--- src/rtl/psimd_pkg.sv ---
// Shared definitions for the packed-SIMD saturating add/sub unit:
// mode encodings and signed clamp constants for a given lane width.
package psimd_pkg;

  localparam logic [1:0] MODE_SADD = 2'b00;
  localparam logic [1:0] MODE_SSUB = 2'b01;
  localparam logic [1:0] MODE_UADD = 2'b10;
  localparam logic [1:0] MODE_USUB = 2'b11;

  // Largest positive two's-complement value of a w-bit lane (0111..1).
  function automatic logic [63:0] smax_const(input int w);
    return (64'd1 << (w - 1)) - 64'd1;
  endfunction

  // Most negative two's-complement value of a w-bit lane (1000..0).
  function automatic logic [63:0] smin_const(input int w);
    return 64'd1 << (w - 1);
  endfunction

endpackage

--- src/rtl/psimd_sat_lane.sv ---
// One lane of saturating add/subtract, purely combinational.
// Overflow detection is on the lane's own bits only; nothing crosses lanes.
module psimd_sat_lane
  import psimd_pkg::*;
#(
  parameter int LANE_W = 4
) (
  input  logic [LANE_W-1:0] a,
  input  logic [LANE_W-1:0] b,
  input  logic [1:0]        mode,
  output logic [LANE_W-1:0] res,
  output logic              sat
);

  localparam logic [LANE_W-1:0] SMAX = LANE_W'(smax_const(LANE_W));
  localparam logic [LANE_W-1:0] SMIN = LANE_W'(smin_const(LANE_W));

  logic [LANE_W:0] raw;
  logic            sa;
  logic            sb;
  logic            sr;

  always_comb begin
    raw = mode[0] ? ({1'b0, a} - {1'b0, b}) : ({1'b0, a} + {1'b0, b});
    sa  = a[LANE_W-1];
    sb  = b[LANE_W-1];
    sr  = raw[LANE_W-1];
    res = raw[LANE_W-1:0];
    sat = 1'b0;
    unique case (mode)
      MODE_SADD: sat = (sa == sb) && (sr != sa);
      MODE_SSUB: sat = (sa != sb) && (sr != sa);
      // raw[LANE_W] is carry-out for add and borrow for sub
      MODE_UADD: sat = raw[LANE_W];
      MODE_USUB: sat = raw[LANE_W];
    endcase
    if (sat) begin
      unique case (mode)
        MODE_SADD, MODE_SSUB: res = sa ? SMIN : SMAX;
        MODE_UADD:            res = '1;
        MODE_USUB:            res = '0;
      endcase
    end
  end

endmodule

--- src/rtl/psimd_addsub_pipe.sv ---
// Two-stage elastic packed-SIMD saturating add/sub unit with sticky saturation flag.
// Define PSIMD_SAT_CNT_EN to add the 16-bit saturating sat_cnt output.
module psimd_addsub_pipe
  import psimd_pkg::*;
#(
  parameter int LANE_W = 4,
  parameter int LANES  = 4,
  localparam int DW    = LANES * LANE_W
) (
  input  logic             clk,
  input  logic             rst_n,
  input  logic             in_valid,
  output logic             in_ready,
  input  logic [DW-1:0]    a,
  input  logic [DW-1:0]    b,
  input  logic [1:0]       mode,
  output logic             out_valid,
  input  logic             out_ready,
  output logic [DW-1:0]    sum,
  output logic [LANES-1:0] sat_lanes,
  input  logic             sat_clr,
`ifdef PSIMD_SAT_CNT_EN
  output logic [15:0]      sat_cnt,
`endif
  output logic             sat_sticky
);

  logic             s1_valid_reg;
  logic [DW-1:0]    s1_a_reg;
  logic [DW-1:0]    s1_b_reg;
  logic [1:0]       s1_mode_reg;
  logic             out_valid_reg;
  logic [DW-1:0]    sum_reg;
  logic [LANES-1:0] sat_lanes_reg;
  logic             sat_sticky_reg;

  logic             s1_load;
  logic             s2_load;
  logic             any_sat;
  logic [DW-1:0]    lane_res;
  logic [LANES-1:0] lane_sat;

  // S2 can take a new beat whenever its current one leaves (or it is empty).
  assign s2_load  = s1_valid_reg && (!out_valid_reg || out_ready);
  assign in_ready = !s1_valid_reg || s2_load;
  assign s1_load  = in_valid && in_ready;
  assign any_sat  = |lane_sat;

  generate
    for (genvar gi = 0; gi < LANES; gi++) begin : g_lane
      psimd_sat_lane #(
        .LANE_W(LANE_W)
      ) u_lane (
        .a   (s1_a_reg[gi*LANE_W +: LANE_W]),
        .b   (s1_b_reg[gi*LANE_W +: LANE_W]),
        .mode(s1_mode_reg),
        .res (lane_res[gi*LANE_W +: LANE_W]),
        .sat (lane_sat[gi])
      );
    end
  endgenerate

  always_ff @(posedge clk) begin
    if (!rst_n) begin
      s1_valid_reg   <= 1'b0;
      s1_a_reg       <= '0;
      s1_b_reg       <= '0;
      s1_mode_reg    <= MODE_SADD;
      out_valid_reg  <= 1'b0;
      sum_reg        <= '0;
      sat_lanes_reg  <= '0;
      sat_sticky_reg <= 1'b0;
    end else begin
      s1_valid_reg  <= s1_load || (s1_valid_reg && !s2_load);
      out_valid_reg <= s2_load || (out_valid_reg && !out_ready);
      if (s1_load) begin
        s1_a_reg    <= a;
        s1_b_reg    <= b;
        s1_mode_reg <= mode;
      end
      if (s2_load) begin
        sum_reg       <= lane_res;
        sat_lanes_reg <= lane_sat;
      end
      // A saturating load outranks a simultaneous clear.
      if (s2_load && any_sat) begin
        sat_sticky_reg <= 1'b1;
      end else if (sat_clr) begin
        sat_sticky_reg <= 1'b0;
      end
    end
  end

`ifdef PSIMD_SAT_CNT_EN
  logic [15:0] sat_cnt_reg;

  always_ff @(posedge clk) begin
    if (!rst_n) begin
      sat_cnt_reg <= '0;
    end else if (s2_load && any_sat) begin
      if (sat_cnt_reg != 16'hFFFF) begin
        sat_cnt_reg <= sat_cnt_reg + 16'd1;
      end
    end else if (sat_clr) begin
      sat_cnt_reg <= '0;
    end
  end

  assign sat_cnt = sat_cnt_reg;
`endif

  assign out_valid  = out_valid_reg;
  assign sum        = sum_reg;
  assign sat_lanes  = sat_lanes_reg;
  assign sat_sticky = sat_sticky_reg;

endmodule

--- config.mk ---
export PLATFORM = sky130hd
export DESIGN_NAME = psimd_addsub_pipe
export DESIGN_NICKNAME = d
export VERILOG_FILES = /design/src/rtl/psimd_pkg.sv /design/src/rtl/psimd_sat_lane.sv /design/src/rtl/psimd_addsub_pipe.sv
export SDC_FILE = /design/constraint.sdc
export NUM_CORES = 1
export LEC_CHECK = 0
export ABC_AREA = 1
export CAP_MARGIN = 20
export CORE_UTILIZATION = 55
export CTS_BUF_LIST = sky130_fd_sc_hd__clkbuf_8 sky130_fd_sc_hd__clkbuf_16
export DETAILED_ROUTE_END_ITERATION = 10
export HOLD_SLACK_MARGIN = 0.06
export PLACE_DENSITY = 0.86
export RECOVER_POWER = 25
export SLEW_MARGIN = 20
export SYNTH_ARGS = -nofsm -noshare
export SYNTH_HDL_FRONTEND = slang
export SYNTH_HIERARCHICAL = 1
export SYNTH_SLANG_ARGS = --single-unit
--- constraint.sdc ---
create_clock -name clk -period 3.45 [get_ports clk]
set_clock_uncertainty 0.05 [all_clocks]
set_input_delay 1.035 -clock clk [delete_from_list [all_inputs] [get_ports clk]]
set_output_delay 1.035 -clock clk [all_outputs]
set_load 0.02 [all_outputs]
Word level (Yosys, flattened, before mapping)
Cells that the tools add are included.

storage, ports and cells
  register bits after elaboration = 57
  bits of input ports = 39
  output and inout port bits = 23
  word-level logic and storage cells = 79

cells by class
  add/subtract/negate cells = 8
  eq/ne operators = 15
  muxes and demuxes = 22
  reduce and logical (&&, ||, !) cells = 26

operator list
  cell                                                                    count
  4-bit case mux with 3 select lines                                      4
  4-bit two-way mux                                                       8
  4-bit by 4-bit adder with 5-bit output                                  4
  5-bit two-way mux                                                       4
  4-bit by 4-bit subtractor with 5-bit output                             4
  1-bit logical AND                                                       13
  1-bit case mux with 3 select lines                                      4
  1-bit != test                                                           8
  1-bit equality test                                                     4
  2-bit equality test (second input constant)                             2
  1-bit zero test                                                         4
  1-bit logical OR                                                        4
  2-bit OR reduction                                                      2
  4-bit OR reduction                                                      1
  2-bit by 1-bit equality test with 1-bit output (second input constant)  1
  2-bit zero test                                                         1
  1-bit two-way mux                                                       2
  2-bit nonzero test                                                      1

Longest topological paths before layout
  word-level depth = 8
  depth in mapped cells = 18
  mapped depth without buffers = 18

Cells and area by module
The synthesis kept the hierarchy.

modules (own cells, without submodules)
  module             times used  cells each  area each (um2)  seq. area each (um2)
  psimd_addsub_pipe  1           329         2361.0           1141.1
  psimd_sat_lane     4           77          406.6            0.0

Least setup slack after synthesis
No wires, ideal clock.

  path kind = input-to-output
  from = input port out_ready
  to = output port in_ready
  arrival time = 1487 ps
  data required time = 2365 ps
  path slack = 878 ps
  cell stages on the path = 3
  buffers on the path = 1
  cell sequence = inv_1 -> nand3_4 -> buf_2

on the way
  longest elaborated chain between the ends = 3

RTL lines
  element            RTL line                 text
  from (decl)        psimd_addsub_pipe.sv:18  input logic out_ready,
  1-bit logical OR   psimd_addsub_pipe.sv:44  assign s2_load = s1_valid_reg && (!out_valid_reg || out_ready);
  1-bit logical AND  psimd_addsub_pipe.sv:44
  1-bit logical OR   psimd_addsub_pipe.sv:45  assign in_ready = !s1_valid_reg || s2_load;
  to (decl)          psimd_addsub_pipe.sv:13  output logic in_ready,

No other way between the ends.

Final worst setup path
Same ends and word-level chain as after synthesis.

==> run summary <==
The total number of clock tree sinks was 57; the data required time at the worst endpoint was 2360 ps. The synthesized net count is 700. The worst hold path terminates at sat_sticky. The number of hold buffers added after CTS was 0. The number of antenna repair diodes is 0, and the pin count of the biggest net entering global routing is 70. The logs give 637 for the synthesized instance count and 62 for the top-level port count. In this run the remaining antenna-violating nets after routing total 0. The worst path needs 3370 ps of the cycle, external delays included. The insertion delay of the later-clocked pin in the worst-skew pair is 340 ps, and the number of rows created at floorplan is 30. The floorplan step defined a die boundary enclosing 0.00759 mm2. The leading cell type in the layout, fill and taps excluded was nand2_1.

Data on the critical path arrives at its endpoint at 2280 ps. The routed length on met2 is 4.08 mm. For the layout net count, the log shows 754.

Setup repair after global routing left no endpoint under its margin. For the count of warnings emitted by yosys, the log shows 6. The minimum setup slack among reg-to-reg paths is 840 ps. Of the cells placed in the final design, the portion with a size suffix greater than 1 is 7.76%. For the overall via count from detail_route, the log shows 4035. The run finished with clean final reports.

Routed via count divided by cell count: 5.09. For this design the static power due to leakage is 2.50 nW. The synthesized netlist contains 22 unique library cells. The run gives 0 as the count of instances resized after the clock tree is built. CTS clock-pin slew for the worst setup and hold paths: 60 ps. The via count of the first global-routing pass was 3697. The deepest clock path buffer count is 2, and the area of the core is 0.00691 mm2. The tightest hold path in the finished design has a slack of 420 ps.

Highest metal layer with signal wires: met4. Max-cap violations in this run came to 0. Setup violations remaining at the end of the flow were counted as 0. The post-detailed-route DRC marker count was 0.

From bottom edge to top edge, the die measures 87.1 um. Post-CTS timing repair inserted 0 buffers for setup. In the final routed layout, each cell accounts on average for 11.4 um. The worst pin sits at a relative slew slack of 35.7%. Dividing total power by cell area gives a power density of 481 mW/mm2.

After synthesis, the mean cell area works out to 6.26 um2. For the placer's final routability congestion estimate, the log shows 0.849. The total number of H-tree levels was 3; the initial antenna violation count was 0. Summed over all failing endpoints, the final setup total negative slack is 0 ps. Static timing analysis puts the maximum clock frequency at 297 MHz. The root buffer cell is clkbuf_8.

The worst setup path is of the in2out kind. Summed over all nets, the half-perimeter wirelength after detailed placement is 6.57 mm. The floorplan step set the die width to 87.1 um.

The first routing iteration left 235 violations. Along the worst path, the maximum fanout reaches 3. TritonCTS built the clock tree. The worst hold path passes through 2 cells. The reg-to-reg critical path startpoint is s1_b_reg[0]. The type of destination of the critical path was a primary output.

For this block, the routed nets add up to 8.99 mm of wire. The number of synthesized register bits came out at 57. In this run the most critical hold path is launched from sat_sticky. For this configuration, the core starts out at a cell density of 57.7%. The post-route fraction of the period consumed by the critical path was 97.7%; the count of input and output buffers was 61. The area growth from synthesis to layout is 21.6%. The element type at the critical path start is an input pin.

The top cell types in the final layout, fill and taps aside, are 135 x nand2_1, 87 x inv_1, 86 x nand3_1. The aggregate global-route resource usage is 25.4%. Sequential elements use 28.6% of the synthesized area. The final hold violation count was 0. For the pin with the worst max-slew slack, the measured transition is 964 ps.

In this run the critical register-to-register path is captured at sat_sticky. Synthesized cell area: 0.00399 mm2. The run gives 4.24 mm as the wire length the detailed router placed on met1. The number of pins with negative max-slew slack in the final report is 0, and the number of fill cells in the layout is 602. The worst reg-to-reg path cell count is 16, and the sum of overflow across all layers after global routing is 0. The run gives 599 um as the sum of met3 wire segment lengths after detailed routing. The TritonCTS buffer count came out at 9. The number of optimization iterations in the first detailed-route pass was 6; the global-route wire length before repair was 15.4 mm. The tools report the worst-case vdd ir drop as 0.000409 V.

In this run the worst hold path is classified as reg2reg. At the end of the flow the core is filled with cells to 70.2%.
-- routing by layer --
metal | global-route usage (%) | vias to the layer above
met1 | 32.1 | 1752
met2 | 44.0 | 135
met3 | 4.64 | 12
met5 | 0 | -
li1 | - | 2136
met4 | 7.45 | 0
-- per-stage QoR --
stage          area, um2  power, W  setup slack [ps]  instances
2_1_floorplan       3990   0.00136               878        637
3_3_place_gp        4610   0.00154              81.6        776
3_5_place_dp        4610   0.00158              93.1        776
4_1_cts             4850   0.00234              80.9        792
5_1_grt             4850   0.00249              25.5        792
6_report            4850   0.00233              81.0        792
-- cell usage after synthesis, drive strengths merged --
cell type,number,area share [%]
o21ai,44,5.5
ha,20,6.3
nand3,91,12
a21oi,58,7.8
buf,18,3.3
a31oi,4,0.63
nand2,143,14
fa,4,2.0
xor2,8,1.8
nor2,84,7.9
clkbuf,7,0.72
inv,99,9.3
dfxtp,57,29
-- critical path, stage by stage --
cell and delay, ps:
clkdlybuf4s50_1 450, inv_1 80, nand3_4 90, clkdlybuf4s50_1 620
-- power breakdown --
group	internal, W	switching, W
Sequential	0.000713	0.0000430
Clock	0.000495	0.000267
Combinational	0.000328	0.000484
Total	0.00154	0.000794
-- area by class of cell --
cell class | instances | area (um2) | share of cell area [%]
Clock buffer | 10 | 138 | 2.84
Timing Repair Buffer | 68 | 656 | 13.5
Tap cell | 96 | 120 | 2.48
Clock inverter | 6 | 106 | 2.19
Multi-Input combinational cell | 456 | 2310 | 47.8
Sequential cell | 57 | 1140 | 23.5
Inverter | 99 | 372 | 7.67
-- logic make-up (layout without fill, tap and decap cells) --
group / Yosys count / count (layout) / share of synthesized area (%)
simple gates: 318 / 318 / 34.1
buf+inv: 124 / 183 / 13.3
compound gates: 106 / 106 / 13.9
flops: 57 / 57 / 28.6
fa+ha+maj: 24 / 24 / 8.28
xor+xnor: 8 / 8 / 1.76
-- worst max path at each step --
stage,startpoint,end,slack (ps),cells after the start
3_3_place_gp,out_ready,in_ready,80,4
2_1_floorplan,out_ready,in_ready,880,3
5_1_grt,out_ready,in_ready,30,4
6_report,out_ready,in_ready,80,4
4_1_cts,out_ready,in_ready,80,4
3_5_place_dp,out_ready,in_ready,90,4
Power figures use the tool's default switching activity.
